File: src/rtl/dimm_pkg.sv
// Shared encodings for the DDR4 command tracker: command codes, bank and power states, pin positions.
package dimm_pkg;

  typedef enum logic [3:0] {
    CMD_NOP = 4'd0,
    CMD_ACT = 4'd1,
    CMD_RD  = 4'd2,
    CMD_RDA = 4'd3,
    CMD_WR  = 4'd4,
    CMD_WRA = 4'd5,
    CMD_PR  = 4'd6,
    CMD_PRA = 4'd7,
    CMD_REF = 4'd8,
    CMD_MRS = 4'd9,
    CMD_ZQC = 4'd10,
    CMD_PD  = 4'd11,
    CMD_PDX = 4'd12,
    CMD_SRF = 4'd13,
    CMD_SRX = 4'd14
  } cmd_code_e;

  typedef enum logic [1:0] {
    BANK_IDLE    = 2'd0,
    BANK_OPENING = 2'd1,
    BANK_ACTIVE  = 2'd2,
    BANK_CLOSING = 2'd3
  } bank_state_e;

  typedef enum logic [1:0] {
    PWR_ACTIVE    = 2'd0,
    PWR_POWERDOWN = 2'd1,
    PWR_SELFREF   = 2'd2
  } pwr_state_e;

  localparam int unsigned RAS_BIT = 16;
  localparam int unsigned CAS_BIT = 15;
  localparam int unsigned WE_BIT  = 14;
  localparam int unsigned AP_BIT  = 10;

  // {RAS_n, CAS_n, WE_n} patterns seen with act_n high
  localparam logic [2:0] RCW_MRS  = 3'b000;
  localparam logic [2:0] RCW_REF  = 3'b001;
  localparam logic [2:0] RCW_PR   = 3'b010;
  localparam logic [2:0] RCW_RSVD = 3'b011;
  localparam logic [2:0] RCW_WR   = 3'b100;
  localparam logic [2:0] RCW_RD   = 3'b101;
  localparam logic [2:0] RCW_ZQC  = 3'b110;

endpackage

File: src/rtl/dimm_bank_fsm.sv
// Single-bank open/close state machine with its tRCD/tRP countdown.
module dimm_bank_fsm
  import dimm_pkg::*;
#(
  parameter int unsigned CNTWIDTH = 4,
  parameter int unsigned TRCD     = 4,
  parameter int unsigned TRP      = 4
) (
  input  logic       clk,
  input  logic       rst,
  input  logic       i_act,
  input  logic       i_pre,
  input  logic       i_rd_ap,
  input  logic       i_wr_ap,
  output logic [1:0] o_state
);

  localparam logic [CNTWIDTH-1:0] TRCD_LD = CNTWIDTH'(TRCD - 1);
  localparam logic [CNTWIDTH-1:0] TRP_LD  = CNTWIDTH'(TRP - 1);

  bank_state_e         r_state;
  bank_state_e         w_state_nxt;
  logic [CNTWIDTH-1:0] r_cnt;
  logic [CNTWIDTH-1:0] w_cnt_nxt;

  always_ff @(posedge clk or posedge rst) begin
    if (rst) begin
      r_state <= BANK_IDLE;
      r_cnt   <= '0;
    end else begin
      r_state <= w_state_nxt;
      r_cnt   <= w_cnt_nxt;
    end
  end

  // Expiry is judged on the current count, so a strobe in the last timed cycle sees the old state
  always_comb begin
    w_state_nxt = r_state;
    w_cnt_nxt   = r_cnt;
    case (r_state)
      BANK_IDLE: begin
        if (i_act) begin
          w_state_nxt = BANK_OPENING;
          w_cnt_nxt   = TRCD_LD;
        end
      end
      BANK_OPENING: begin
        if (i_pre) begin
          w_state_nxt = BANK_CLOSING;
          w_cnt_nxt   = TRP_LD;
        end else if (r_cnt == '0) begin
          w_state_nxt = BANK_ACTIVE;
        end else begin
          w_cnt_nxt = r_cnt - CNTWIDTH'(1);
        end
      end
      BANK_ACTIVE: begin
        if (i_pre || i_rd_ap || i_wr_ap) begin
          w_state_nxt = BANK_CLOSING;
          w_cnt_nxt   = TRP_LD;
        end
      end
      BANK_CLOSING: begin
        if (r_cnt == '0) begin
          w_state_nxt = BANK_IDLE;
        end else begin
          w_cnt_nxt = r_cnt - CNTWIDTH'(1);
        end
      end
      default: w_state_nxt = BANK_IDLE;
    endcase
  end

  assign o_state = r_state;

endmodule

File: src/rtl/dimm_cmd_tracker.sv
// DDR4 pin decoder and per-bank state tracker across ranks, bank groups and banks.
// Optional CA parity checking is enabled by defining DIMM_PARITY_CHECK_EN.
module dimm_cmd_tracker
  import dimm_pkg::*;
#(
  parameter int unsigned RANKS     = 1,
  parameter int unsigned BGWIDTH   = 2,
  parameter int unsigned BAWIDTH   = 2,
  parameter int unsigned ADDRWIDTH = 17,
  parameter int unsigned TRCD      = 4,
  parameter int unsigned TRP       = 4,
  parameter int unsigned CNTWIDTH  = 4,
  localparam int unsigned RW       = (RANKS > 1) ? $clog2(RANKS) : 1,
  localparam int unsigned BKW      = BGWIDTH + BAWIDTH,
  localparam int unsigned NBANKS   = RANKS << BKW
) (
  input  logic                 clk,
  input  logic                 rst,
  input  logic                 cke,
  input  logic [RANKS-1:0]     cs_n,
  input  logic                 act_n,
  input  logic [ADDRWIDTH-1:0] adr,
  input  logic [BAWIDTH-1:0]   ba,
  input  logic [BGWIDTH-1:0]   bg,
  input  logic                 par,
  output logic                 cmd_valid,
  output logic [3:0]           cmd_code,
  output logic [RW-1:0]        cmd_rank,
  output logic [BKW-1:0]       cmd_bank,
  output logic [ADDRWIDTH-1:0] cmd_addr,
  output logic [2*NBANKS-1:0]  bank_state,
  output logic                 illegal,
  output logic [1:0]           pwr_state,
  output logic                 parity_err
);

  localparam int unsigned BPR   = 1 << BKW;
  localparam int unsigned BIDXW = (NBANKS > 1) ? $clog2(NBANKS) : 1;

  logic                 r_cke_q;
  logic                 r_cmd_valid;
  cmd_code_e            r_cmd_code;
  logic [RW-1:0]        r_cmd_rank;
  logic [BKW-1:0]       r_cmd_bank;
  logic [ADDRWIDTH-1:0] r_cmd_addr;
  logic                 r_illegal;
  logic                 r_parity_err;
  pwr_state_e           r_pwr_state;

  logic [1:0]           w_state [NBANKS];
  logic [NBANKS-1:0]    w_act;
  logic [NBANKS-1:0]    w_pre;
  logic [NBANKS-1:0]    w_rd_ap;
  logic [NBANKS-1:0]    w_wr_ap;
  logic [RANKS-1:0]     w_rank_busy;
  logic [RW-1:0]        w_rank;
  logic [BIDXW-1:0]     w_bidx;
  logic [1:0]           w_cur;
  logic                 w_none_sel;
  logic                 w_one_sel;
  logic                 w_par_bad;
  logic [2:0]           w_rcw;
  logic                 w_ap;
  logic                 w_valid;
  cmd_code_e            w_code;
  logic                 w_illegal;
  logic                 w_perr;
  pwr_state_e           w_pwr_nxt;

`ifdef DIMM_PARITY_CHECK_EN
  assign w_par_bad = (par != ^{act_n, adr, ba, bg});
`else
  logic w_unused_par;
  assign w_unused_par = par;
  assign w_par_bad    = 1'b0;
`endif

  assign w_none_sel = &cs_n;
  assign w_one_sel  = $onehot(~cs_n);
  assign w_bidx     = BIDXW'({w_rank, bg, ba});
  assign w_cur      = w_state[w_bidx];
  assign w_rcw      = {adr[RAS_BIT], adr[CAS_BIT], adr[WE_BIT]};
  assign w_ap       = adr[AP_BIT];

  always_comb begin
    w_rank = '0;
    for (int r = 0; r < int'(RANKS); r++) begin
      if (!cs_n[r]) w_rank = RW'(r);
    end
  end

  always_comb begin
    w_rank_busy = '0;
    for (int b = 0; b < int'(NBANKS); b++) begin
      if (w_state[b] != BANK_IDLE) w_rank_busy[b / int'(BPR)] = 1'b1;
    end
  end

  // Command decode, legality check and per-bank strobe generation
  always_comb begin
    w_valid   = 1'b0;
    w_code    = CMD_NOP;
    w_illegal = 1'b0;
    w_perr    = 1'b0;
    w_pwr_nxt = r_pwr_state;
    w_act     = '0;
    w_pre     = '0;
    w_rd_ap   = '0;
    w_wr_ap   = '0;
    if (r_cke_q && !cke) begin
      w_valid = 1'b1;
      if (w_one_sel && act_n && (w_rcw == RCW_REF)) begin
        w_code    = CMD_SRF;
        w_pwr_nxt = PWR_SELFREF;
      end else begin
        w_code    = CMD_PD;
        w_pwr_nxt = PWR_POWERDOWN;
      end
    end else if (!r_cke_q && cke) begin
      w_valid   = 1'b1;
      w_code    = (r_pwr_state == PWR_SELFREF) ? CMD_SRX : CMD_PDX;
      w_pwr_nxt = PWR_ACTIVE;
    end else if (cke) begin
      if (!w_none_sel && !w_one_sel) begin
        w_illegal = 1'b1;
      end else if (w_one_sel && w_par_bad) begin
        w_perr = 1'b1;
      end else if (w_one_sel && !act_n) begin
        w_valid = 1'b1;
        w_code  = CMD_ACT;
        if (w_cur != BANK_IDLE) w_illegal = 1'b1;
        else                    w_act[w_bidx] = 1'b1;
      end else if (w_one_sel) begin
        case (w_rcw)
          RCW_MRS, RCW_REF: begin
            w_valid   = 1'b1;
            w_code    = (w_rcw == RCW_MRS) ? CMD_MRS : CMD_REF;
            w_illegal = w_rank_busy[w_rank];
          end
          RCW_PR: begin
            w_valid = 1'b1;
            if (w_ap) begin
              w_code = CMD_PRA;
              for (int b = 0; b < int'(NBANKS); b++) begin
                if ((b / int'(BPR)) == int'(w_rank) &&
                    (w_state[b] == BANK_OPENING || w_state[b] == BANK_ACTIVE))
                  w_pre[b] = 1'b1;
              end
            end else begin
              w_code = CMD_PR;
              if (w_cur == BANK_ACTIVE) w_pre[w_bidx] = 1'b1;
            end
          end
          RCW_RD, RCW_WR: begin
            w_valid = 1'b1;
            if (w_rcw == RCW_RD) w_code = w_ap ? CMD_RDA : CMD_RD;
            else                 w_code = w_ap ? CMD_WRA : CMD_WR;
            if (w_cur != BANK_ACTIVE) begin
              w_illegal = 1'b1;
            end else if (w_ap) begin
              if (w_rcw == RCW_RD) w_rd_ap[w_bidx] = 1'b1;
              else                 w_wr_ap[w_bidx] = 1'b1;
            end
          end
          RCW_ZQC: begin
            w_valid = 1'b1;
            w_code  = CMD_ZQC;
          end
          RCW_RSVD: w_illegal = 1'b1;
          default: ;
        endcase
      end
    end
  end

  always_ff @(posedge clk or posedge rst) begin
    if (rst) begin
      r_cke_q      <= 1'b1;
      r_cmd_valid  <= 1'b0;
      r_cmd_code   <= CMD_NOP;
      r_cmd_rank   <= '0;
      r_cmd_bank   <= '0;
      r_cmd_addr   <= '0;
      r_illegal    <= 1'b0;
      r_parity_err <= 1'b0;
      r_pwr_state  <= PWR_ACTIVE;
    end else begin
      r_cke_q      <= cke;
      r_cmd_valid  <= w_valid;
      r_cmd_code   <= w_code;
      r_cmd_rank   <= w_rank;
      r_cmd_bank   <= {bg, ba};
      r_cmd_addr   <= adr;
      r_illegal    <= w_illegal;
      r_parity_err <= w_perr;
      r_pwr_state  <= w_pwr_nxt;
    end
  end

  for (genvar i = 0; i < int'(NBANKS); i++) begin : g_bank
    dimm_bank_fsm #(
      .CNTWIDTH (CNTWIDTH),
      .TRCD     (TRCD),
      .TRP      (TRP)
    ) u_bank (
      .clk     (clk),
      .rst     (rst),
      .i_act   (w_act[i]),
      .i_pre   (w_pre[i]),
      .i_rd_ap (w_rd_ap[i]),
      .i_wr_ap (w_wr_ap[i]),
      .o_state (w_state[i])
    );
    assign bank_state[2*i +: 2] = w_state[i];
  end

  assign cmd_valid  = r_cmd_valid;
  assign cmd_code   = r_cmd_code;
  assign cmd_rank   = r_cmd_rank;
  assign cmd_bank   = r_cmd_bank;
  assign cmd_addr   = r_cmd_addr;
  assign illegal    = r_illegal;
  assign pwr_state  = r_pwr_state;
  assign parity_err = r_parity_err;

endmodule

File: config.mk
export PLATFORM = sky130hd
export DESIGN_NAME = dimm_cmd_tracker
export DESIGN_NICKNAME = d
export VERILOG_FILES = /design/src/rtl/dimm_pkg.sv /design/src/rtl/dimm_bank_fsm.sv /design/src/rtl/dimm_cmd_tracker.sv
export SDC_FILE = /design/constraint.sdc
export NUM_CORES = 1
export LEC_CHECK = 0
export ABC_CLOCK_PERIOD_IN_PS = 4620
export CAP_MARGIN = 5
export CORE_UTILIZATION = 30
export CTS_CLUSTER_SIZE = 20
export DETAILED_ROUTE_END_ITERATION = 8
export PLACE_DENSITY = 0.56
export SETUP_SLACK_MARGIN = 0.2
export SYNTH_ARGS = -nofsm -noshare
export SYNTH_HDL_FRONTEND = slang
export SYNTH_SLANG_ARGS = --single-unit
File: constraint.sdc
create_clock -name clk -period 4.62 [get_ports clk]
set_clock_uncertainty 0.05 [all_clocks]
set_input_delay 0.462 -clock clk [delete_from_list [all_inputs] [get_ports clk]]
set_output_delay 0.462 -clock clk [all_outputs]
set_load 0.02 [all_outputs]
==> run metrics <==
WP data arrival=4120 ps; CTS HTree Levels=4; first-pass GRT wire length=40,400 um; M1 wire length=11,500 um; Die Width=176 um; TritonCTS clock tree=built; Starting Density=30.6%; Setup Viol. Count Final=0; predominant post-synthesis flop cell=dfrtp_1; syn_area_per_cell=9.17 sq um; Worst VDD drop=0.347 mV; Met3 Routed Length=1160 um; Final HPWL DP=18,500 um; leading area contributor after synthesis=dfrtp_1; Pwr Density=674 nW/um^2; max-slew violation count=0; Clk pin slew, worst setup/hold paths=60 ps; Placed Area=10,500 sq um; Nets=1,223; CTS Hold Bufs=0; post-synthesis register bit count=126; crit-path leading delay family=simple AND/OR/NAND/NOR gates; synth top area cells=dfrtp_1 (34%), ha_1 (13%), inv_1 (3.8%); via count=7,950; CORE AREA=29,700 sq um; commonest cells after routing, fill and taps aside=dfrtp_1 (125), ha_1 (97), inv_1 (91), clkdlybuf4s50_1 (86), nand2_1 (84); Worst Max-Slew Pin Slew=732 ps; Rel. slew slack=50.7%; DRC=0; Async S/R FF share, synth=100%; Synth top area share=34.4%; GPL Wtd Cong=0.841; post-CTS setup buffers=0; CTS Buf Count=17; diodes inserted=0; Syn Inst Count=992; Port Buf Inserts=86; slowest cell on the critical path=clkdlybuf4s50_1; final hold vios=0; Max Root-Sink Buffers=2; die area=31,000 sq um; # resized after CTS=0; RSZ-0062 raised after global routing=false; Post-synth EDFFs=0; clk root buf=clkbuf_16; DR WL/cell=16.4 um; Rows=63; top layer reached by signal wires=met4; crit end category=register; Hold WC Path Type=primary input to register; met2 WL post-DR=11,600 um; LEAKAGE=4.81 nW; kind of critical path=primary input to register; drt first-iter violations=519; antenna-violating nets left=0; Critical Path Start Type=primary input; Layout area overhead=22.9%; GR Overflow Total=0; Max Fclk=259 MHz; crit share post-route=83.5%; sequential fraction of the synthesis area=34.7%; clk sinks=126; Critical Path RT=4890 ps; post-synth cell types=88; outcome=finished, final reports clean; worst-path cell chain=clkdlybuf4s50_1 > inv_1 > ha_1 > or3b_1 > nor4_1 > and3_1 > a31oi_2 > a221o_1 > nor2_1 > mux2_1; Crit Path Max Fanout=9; WL final=24,600 um; Die Y-Extent=176 um; vias in the first global route=7,758; post-layout instance area=11,200 sq um; Total Neg Setup Slack=0 ps; Tot Pwr=0.00754 W; max-cap violations=0; Buf/Inv on CP=2; fin util=37.6%; synthesized area=9100 sq um; most common cell after layout, fill and taps aside=dfrtp_1; DRT Pass-1 Iters=4; largest net degree at the start of global routing=77; Via density=5.29; min cycle time layout=3860 ps; layout cell share with drive strength beyond 1=9.71%; Filler Cell Count=2,985; synth warn=0; clock latency on the worst-skew pair=440 ps; Overall Global Routing Usage=16.6%; delay of the slowest cell on the worst path=610 ps; I/O pin count=90; initial antenna violation count=0
==> metal layers <==
layer / track usage, % / vias to the layer above
met2: 27.1 / 180
li1: - / 3868
met3: 3.53 / 22
met1: 21.6 / 3880
met5: 0 / -
met4: 5.29 / 0
==> logic make-up after synthesis <==
logic type               count (synthesis)  synth area share, %
AND/OR/NAND/NOR                        334                 19.8
AO/OA/AOI/OAI                          281                 21.6
flip-flops                             126                 34.7
buffers and inverters                  118                 5.22
adder cells (fa/ha/maj)                 97                 13.3
multiplexers                            34                 5.24
other                                    1               0.0412
XOR/XNOR                                 1               0.0963
==> area by class of cell <==
| cell class | instances | area [sq um] | area share, % |
|---|---|---|---|
| Clock buffer | 19 | 443 | 3.96 |
| Clock inverter | 13 | 213 | 1.90 |
| Inverter | 92 | 350 | 3.13 |
| Multi-Input combinational cell | 749 | 5480 | 48.9 |
| Sequential cell | 126 | 3150 | 28.2 |
| Tap cell | 390 | 488 | 4.36 |
| Timing Repair Buffer | 113 | 1060 | 9.51 |
==> sequential cells by signal (all words and copies together), names as in the netlist <==
name                   count
g_bank.u_bank.o_state     32
cmd_addr                  17
r_cke_q                    1
pwr_state                  2
cmd_code                   4
g_bank.u_bank.r_cnt       64
illegal                    1
cmd_bank                   4
cmd_valid                  1
==> power by group <==
group	switching, W	internal [W]
Combinational	0.00228	0.00177
Clock	0.000550	0.000974
Sequential	0.000492	0.00147
==> through the flow <==
stage	setup slack (ps)	hold slack, ps	instances
floorplan	754	412	993
global placement	503	435	1470
detailed placement	448	437	1470
CTS	865	392	1502
global route	652	394	1502
finish	762	409	1502
==> cells in the mapped netlist (4+ instances only) <==
library cell,count
a211oi_1,6
a21boi_0,8
a21boi_1,5
a21o_1,6
a21oi_1,44
a22o_1,6
a22oi_1,6
a2bb2oi_1,6
a31oi_1,12
a32oi_1,7
and2_1,10
and3_1,10
buf_2,8
buf_4,4
clkbuf_1,10
dfrtp_1,125
ha_1,97
inv_1,92
mux2_2,13
mux2i_1,8
mux4_2,8
nand2_1,84
nand2b_1,15
nand3_1,24
nand3b_1,11
nand4_1,21
nand4b_1,4
nor2_1,55
nor2b_1,15
nor3_1,22
nor3b_1,17
nor4_1,17
o211ai_1,5
o21a_1,8
o21ai_0,69
o21ai_1,5
o21bai_1,4
o22a_1,4
o22ai_1,11
o2bb2ai_1,6
o31ai_1,17
or3_1,4
==> worst paths after layout <==
path	depth (start not counted)	slack (ps)	from	to
setup / recovery	10	760	cke	g_bank[6].u_bank.o_state[1]$_DFFE_PP0P_
hold / removal	1	410	adr[1]	cmd_addr[1]$_DFF_PP0_
setup reg to reg	9	990	r_cke_q$_DFF_PP1_	g_bank[6].u_bank.o_state[1]$_DFFE_PP0P_
hold reg to reg	1	450	g_bank[7].u_bank.r_cnt[3]$_DFFE_PP0P_	g_bank[7].u_bank.r_cnt[3]$_DFFE_PP0P_
max in group asynchronous	3	3170	rst	cmd_addr[14]$_DFF_PP0_
min in group asynchronous	2	470	rst	cmd_addr[9]$_DFF_PP0_
Note: power is estimated with default switching activity, not from simulation.
